===== config.mk =====
export PLATFORM = sky130hd
export DESIGN_NAME = load_store_unit
export DESIGN_NICKNAME = d
export VERILOG_FILES = /design/src/rtl/load_store_unit.sv
export SDC_FILE = /design/constraint.sdc
export NUM_CORES = 1
export LEC_CHECK = 0
export ABC_AREA = 1
export CAP_MARGIN = 20
export CORE_MARGIN = 10
export CORE_UTILIZATION = 31
export DETAILED_ROUTE_END_ITERATION = 8
export GPL_TIMING_DRIVEN = 0
export PLACE_DENSITY = 0.63
export SYNTH_ARGS = -nofsm -noshare
export SYNTH_HDL_FRONTEND = slang
export SYNTH_SLANG_ARGS = --single-unit

===== constraint.sdc =====
create_clock -name Clk -period 2 [get_ports Clk]
set_input_delay 0.5 -clock Clk [delete_from_list [all_inputs] [get_ports Clk]]
set_output_delay 0.5 -clock Clk [all_outputs]
set_load 0.05 [all_outputs]

===== src/rtl/load_store_unit.sv =====
// rtl/load_store_unit.sv - Load/store sequencer for a big-endian byte-addressed memory
module load_store_unit #(
    parameter int          MEM_BYTES = 65536,
    parameter logic [31:0] PARK_ADDR = 32'hFFFF_FFFF
) (
    input  logic        Clk,
    input  logic        Reset,
    input  logic        ls_req,
    input  logic        ls_we,
    input  logic [1:0]  ls_size,
    input  logic        ls_signed,
    input  logic [31:0] ls_addr,
    input  logic [31:0] ls_wdata,
    output logic        ls_busy,
    output logic        ls_done,
    output logic        ls_err,
    output logic [31:0] ls_rdata,
    output logic [31:0] data_memory_a,
    output logic        data_memory_read,
    output logic        data_memory_write,
    output logic [31:0] data_memory_out_v,
    input  logic [31:0] data_memory_in_v
);
    typedef enum logic [2:0] {IDLE, READ, CAPTURE, RMW_WRITE, WRITE, DONE} state_t;

    localparam logic [63:0] MEM_LIMIT = 64'(MEM_BYTES);

    state_t      state, state_next;
    logic        we_q, signed_q, err_q;
    logic [1:0]  size_q;
    logic [31:0] addr_q, wdata_q, word_buf, rdata_q;
    logic        req_err;
    logic [4:0]  lane_lsb;
    logic [7:0]  sel_byte;
    logic [15:0] sel_half;
    logic [31:0] load_val, merged;

    always_comb begin
        req_err = (ls_size == 2'b11)
                | ((ls_size == 2'b01) && ls_addr[0])
                | ((ls_size == 2'b10) && (ls_addr[1:0] != 2'b00))
                | ({32'd0, ls_addr} >= MEM_LIMIT);
    end

    // Big-endian: byte offset k sits at bit 8*(3-k), i.e. the inverted offset.
    always_comb begin
        lane_lsb = {~addr_q[1:0], 3'b000};
        sel_byte = data_memory_in_v[lane_lsb +: 8];
        sel_half = addr_q[1] ? data_memory_in_v[15:0] : data_memory_in_v[31:16];
        case (size_q)
            2'b00:   load_val = {{24{signed_q & sel_byte[7]}}, sel_byte};
            2'b01:   load_val = {{16{signed_q & sel_half[15]}}, sel_half};
            default: load_val = data_memory_in_v;
        endcase
        merged = word_buf;
        if (size_q == 2'b00)
            merged[lane_lsb +: 8] = wdata_q[7:0];
        else if (addr_q[1])
            merged[15:0] = wdata_q[15:0];
        else
            merged[31:16] = wdata_q[15:0];
    end

    always_ff @(posedge Clk) begin
        if (Reset) begin
            state    <= IDLE;
            we_q     <= 1'b0;
            signed_q <= 1'b0;
            err_q    <= 1'b0;
            size_q   <= 2'b00;
            addr_q   <= 32'd0;
            wdata_q  <= 32'd0;
            word_buf <= 32'd0;
            rdata_q  <= 32'd0;
        end else begin
            state <= state_next;
            if (state == IDLE && ls_req) begin
                we_q     <= ls_we;
                signed_q <= ls_signed;
                size_q   <= ls_size;
                addr_q   <= ls_addr;
                wdata_q  <= ls_wdata;
                err_q    <= req_err;
            end
            if (state == CAPTURE) begin
                word_buf <= data_memory_in_v;
                if (!we_q)
                    rdata_q <= load_val;
            end
        end
    end

    always_comb begin
        state_next        = state;
        data_memory_a     = PARK_ADDR;
        data_memory_read  = 1'b0;
        data_memory_write = 1'b0;
        data_memory_out_v = 32'd0;
        case (state)
            IDLE: begin
                if (ls_req) begin
                    if (req_err)
                        state_next = DONE;
                    else if (ls_we && ls_size == 2'b10)
                        state_next = WRITE;
                    else
                        state_next = READ;
                end
            end
            READ: begin
                data_memory_a    = {addr_q[31:2], 2'b00};
                data_memory_read = 1'b1;
                state_next       = CAPTURE;
            end
            CAPTURE: begin
                data_memory_a    = {addr_q[31:2], 2'b00};
                data_memory_read = 1'b1;
                state_next       = we_q ? RMW_WRITE : DONE;
            end
            RMW_WRITE: begin
                data_memory_a     = {addr_q[31:2], 2'b00};
                data_memory_write = 1'b1;
                data_memory_out_v = merged;
                state_next        = DONE;
            end
            WRITE: begin
                data_memory_a     = {addr_q[31:2], 2'b00};
                data_memory_write = 1'b1;
                data_memory_out_v = wdata_q;
                state_next        = DONE;
            end
            DONE:    state_next = IDLE;
            default: state_next = IDLE;
        endcase
    end

    assign ls_busy  = (state != IDLE);
    assign ls_done  = (state == DONE);
    assign ls_err   = (state == DONE) && err_q;
    assign ls_rdata = rdata_q;
endmodule


**Word level (Yosys, flattened, before mapping)**

Index checks and enable logic that the tools add are counted.

- Equal/unequal tests: 10
- Reductions and logical operators: 13
- Multiplexer cells: 15
- Shifts and indexed selects: 3
- Add/subtract/negate cells: 1
- Bitwise operators: 7
- Magnitude comparators: 1

Operators with widths:

| kind | number |
|---|---|
| $pmux 32 s2 | 2 |
| $mux 32 | 2 |
| $mux 16 | 3 |
| $bwmux 32 | 1 |
| $ge 32x17->1 const B | 1 |
| $shift 8x7->32 const A | 1 |
| $shiftx 32x6->8 | 1 |
| $shiftx 8x7->32 | 1 |
| $mux 3 | 4 |
| $pmux 3 s4 | 1 |
| $neg 5->7 | 1 |
| $eq 3x2->1 const B | 2 |
| $eq 3x3->1 const B | 2 |
| $logic_and 1x1->1 | 5 |
| $eq 2x1->1 const B | 2 |
| $eq 2x2->1 const B | 2 |
| $reduce_or 2->1 | 2 |
| $reduce_or 4->1 | 1 |
| $eq 3x1->1 const B | 1 |
| $logic_not 3->1 | 1 |
| $or 1x1->1 | 3 |
| $reduce_bool 3->1 | 1 |
| $and 1x1->1 | 2 |
| $logic_not 2->1 | 1 |
| 6 further kinds | 7 |

- Output and inout port bits: 101
- Register bits: 136
- Logic and storage cells: 59
- Input bits: 103

**Depth between registers and ports, before layout**

- Depth after elaboration: 8
- Depth in mapped cells: 10
- Depth with buffers taken out: 9

**Worst setup path after synthesis**

OpenSTA, ideal clock, no wires.

- Kind: register to output
- Start point: register state[1]
- End point: output data_memory_a[10]
- Arrival: 2.440 ns
- Setup slack: -0.940 ns
- Stages on the path, launching flop included: 8
- Data required time: 1.500 ns
- Path buffers: 1
- Cell sequence: dfxtp_1 > nor2_2 > nand2_1 > nand2_1 > nor2_1 > inv_2 > buf_2 > nand2_1

- Cells in the longest elaborated chain, start to end: 3
- Elaborated cells between the ends (all ways): 6
- Those cells by class: eq/ne: 4; mux: 1; reduce/logical: 1

RTL lines:

| element | RTL line | RTL |
|---|---|---|
| start, declared | 28 | `state_t state, state_next;` |
| start signal, assigned | 76 | `state <= state_next;` |
| $eq 3x2->1 (tied with other cells) | 99 | `case (state)` |
| $reduce_or 4->1 (no source line) (*) | - |  |
| $mux 32 (*) | 99 |  |
| end, declared | 18 | `output logic [31:0] data_memory_a,` |

Every way passes the cells marked *; elsewhere a longest branch is shown, timed or not.

**Final worst setup path**

- Start point: register addr_q[1]
- End point: output data_memory_out_v[22]

- Cells in the longest elaborated chain, start to end: 6
- Elaborated cells between the ends (all ways): 8
- Those cells by class: add/sub: 1; shift: 2; mux: 4; bitwise: 1

RTL lines:

| element | RTL line | RTL |
|---|---|---|
| start, declared | 31 | `logic [31:0] addr_q, wdata_q, word_buf, rdata_q;` |
| start signal, assigned | 81 | `addr_q <= ls_addr;` |
| $not 2->2 | 47 | `lane_lsb = {~addr_q[1:0], 3'b000};` |
| $neg 5->7 | 57 | `merged[lane_lsb +: 8] = wdata_q[7:0];` |
| $shiftx 8x7->32 or $shift 8x7->32 (tied branches) | 57 |  |
| $bwmux 32 | 57 |  |
| $mux 32 (*) | 56 | `if (size_q == 2'b00)` |
| $pmux 32 s2 (*) | 99 |  |
| end, declared | 21 | `output logic [31:0] data_memory_out_v,` |

Marked as above.

==> results.sh <==
export IMPL_crit_path_start_kind="flip-flop"
export IMPL_finalNetCount=1353
export IMPL_critPathArrivalTime_ps=2120
export IMPL_clk_pin_slew_ps=60
export IMPL_postCtsHoldBufs=0
export IMPL_fp_dieArea_um2=28500
export IMPL_critPathBufInv=3
export IMPL_grt_antenna_before_repair=0
export IMPL_cts_root_buf="clkbuf_16"
export IMPL_netlist_area_um2=6860
export IMPL_worstPathCellList="inv_2 > buf_6 > ha_4 > nand3_4 > o221ai_2 > nand3_2 > o21ai_4 > buf_6"
export IMPL_path_max_fanout=8
export IMPL_setup_viol=64
export IMPL_finalCritPeriodShare_pct=131
export IMPL_grt_pass1_vias=8033
export IMPL_fmax_ghz=0.381
export IMPL_drt_first_pass_iters=5
export IMPL_violations="negative setup slack"
export IMPL_wl_per_cell_um=19.8
export IMPL_ctsLongestPathBuffers=2
export IMPL_setup_slack_ps=-625
export IMPL_htree_levels=4
export IMPL_core_area_um2=21800
export IMPL_rsz0062_at_grt="yes"
export IMPL_hp_class="input port to flip-flop"
export IMPL_min_to="state[1]"
export IMPL_status="complete, but fails checks"
export IMPL_antenna_left=0
export IMPL_tightest_slew_ps=583
export IMPL_drv_slew=0
export IMPL_vias=8029
export IMPL_slew_headroom_pct=61.1
export IMPL_cts_tree="done"
export IMPL_grt_overflow=0
export IMPL_syn_inst=989
export IMPL_gp_congestion=0.946
export IMPL_grt_pass1_wl_mm=46.1
export IMPL_min_path_cells=2
export IMPL_grt_max_degree=17
export IMPL_rrSetupSlack_ps=90
export IMPL_die_w_um=169
export IMPL_utilization_pct=52.9
export IMPL_fin_skew_ps=7.40
export IMPL_wl_mm=30.4
export IMPL_rr_startpoint="addr_q[0]"
export IMPL_leakage_nw=4.62
export IMPL_r2r_end="ls_rdata[14]"
export IMPL_die_h_um=169
export IMPL_num_rows=54
export IMPL_cp_top_family="flip-flops"
export IMPL_ys_types=32
export IMPL_pin_count=204
export IMPL_antenna_cells=0
export IMPL_syn2layout_area_growth_pct=68.3
export IMPL_hpwlAfterDp_mm=23.2
export IMPL_via_per_inst=5.22
export IMPL_synth_nets=1097
export IMPL_grt_use_total_pct=20.6
export IMPL_slowest_delay_ps=400
export IMPL_drive_above_1_share_pct=27.7
export IMPL_drc=0
export IMPL_cap_violations=0
export IMPL_ys_seq_elements=136
export IMPL_p_total_mw=20.2
export IMPL_hp_start="Reset"
export IMPL_portBuffers=202
export IMPL_endpoint_kind="output pin"
export IMPL_initial_utilization_pct=31.4
export IMPL_postSynthAreaPerCell_um2=6.94
export IMPL_worst_hold_slack_ps=409
export IMPL_clk_latency_ps=430
export IMPL_report_final_hold_viol_count=0
export IMPL_ir_drop_mv=1.63
export IMPL_synth_warnings=0
export IMPL_cts_sinks=136
export IMPL_power_density_nw_per_um2=1750
export IMPL_crit_path_frequent_cell="buf_6"
export IMPL_crit_type="flip-flop to output pin"
export IMPL_drt_iter0_markers=545
export IMPL_fin_crit_ps=2620
export IMPL_slowest_stage="dfxtp_4"
export IMPL_cts_buffers_inserted=17
export IMPL_crit_required_ps=1500
export IMPL_ys_seq_area_share_pct=39.7
export IMPL_r2r_cells=10
export IMPL_setup_tns_ps=-25140
==> power by group <==
part / internal [mW] / switching (mW) / total (mW)
clock: 1.76 / 1.24 / 2.99
sequential: 3.45 / 0.501 / 3.95
combinational: 5.05 / 8.25 / 13.3
==> through the flow <==
stage	setup slack, ps	instances	cell area, um2
finish	-625	1538	11600
global route	-691	1538	11600
CTS	-621	1530	11400
detailed placement	-1220	1471	9840
global placement	-1210	1471	9840
floorplan	-117	989	7470
==> final cells by class <==
cell class	instances	area (um2)
inverter	113	458
fill	2085	10300
buffer	73	427
tap	280	350
multi-input combinational	663	4380
clock buffer	22	464
clock inverter	10	77.6
timing repair buffer	241	2650
sequential	136	2740
==> sequential cells by signal, summed over array words and instances, names as in the netlist <==
register  flops
signed_q      1
size_q        2
we_q          1
addr_q       32
ls_rdata     32
wdata_q      32
state         3
err_q         1
word_buf     32
==> placed cells by master, fill, tap and decap left out, types with 4 or more instances in the layout <==
master and instances:
a21oi_1 162, o21ai_0 158, dfxtp_1 130, clkdlybuf4s50_1 101, inv_1 99, nand2_1 89, nor2_1 55, buf_8 49
nand2_4 42, clkbuf_1 36, buf_4 34, dlygate4sd2_1 32, buf_6 28, o221ai_2 28, nand3_2 25, nand3_1 24
buf_2 19, clkbuf_16 17, o21ai_4 16, a21oi_2 10, clkinv_2 9, buf_12 9, inv_2 8, nand2_2 7
a31oi_1 7, o211ai_1 7, nand3_4 5, dfxtp_4 5, nor2_4 4, clkbuf_2 4, o221ai_4 4
==> cell families after synthesis <==
kind of cell	Yosys count	synth area share [%]
AO/OA/AOI/OAI	395	31.6
AND/OR/NAND/NOR	263	16.5
buffers and inverters	190	11.4
flip-flops	136	39.7
adder cells (fa/ha/maj)	5	0.912
==> synth_stat cells <==
cell type,n,area (um2)
o21ai_0,171,856
a21oi_1,162,811
nand2_1,140,526
dfxtp_1,136,2720
inv_1,106,398
nor2_1,57,214
nand3_1,51,255
clkbuf_1,37,139
o221ai_1,32,280
buf_2,24,120
a21oi_2,10,87.6
buf_1,9,33.8
a31oi_1,7,43.8
o211ai_1,7,52.6
ha_1,5,62.6
inv_2,5,18.8
buf_4,4,30.0
o21ai_1,4,20.0
buf_6,3,33.8
nand4_1,3,18.8
clkinv_1,2,7.51
nand3_2,2,20.0
nor2_4,2,22.5
nor3_1,2,10.0
a41oi_1,1,8.76
and2_0,1,6.26
and2_1,1,6.26
nand2_4,1,11.3
nand3_4,1,17.5
nor2_2,1,6.26
nor3_4,1,16.3
o31ai_1,1,7.51
==> routing by layer <==
layer,up-vias,wire length [um],GRT usage (%)
met3,50,3010,8.38
met5,-,0,0
met2,336,14300,33.7
met4,0,607,5.56
li1,3879,-,-
met1,3764,12500,24.4
==> worst max path at each step <==
stage / to / from / slack, ps / cells after the start
after floorplan: data_memory_a[12] / state[2] / -120 / 7
after global placement: data_memory_out_v[23] / state[2] / -1210 / 7
after detailed placement: data_memory_out_v[23] / state[2] / -1220 / 7
after CTS: data_memory_out_v[6] / addr_q[1] / -620 / 9
after global routing: data_memory_out_v[18] / addr_q[1] / -690 / 9
final: data_memory_out_v[22] / addr_q[1] / -620 / 8
==> what timing repair did <==
item / 4_1_cts / 5_1_grt
resized for setup: 684 / 29
pin swaps: 27 / 23
endpoints found under the setup margin: 101 / 84
endpoints found under the hold margin: 0 / 0
cloned: 3 / 0
setup buffers: 26 / 14
Power figures use the tool's default switching activity.
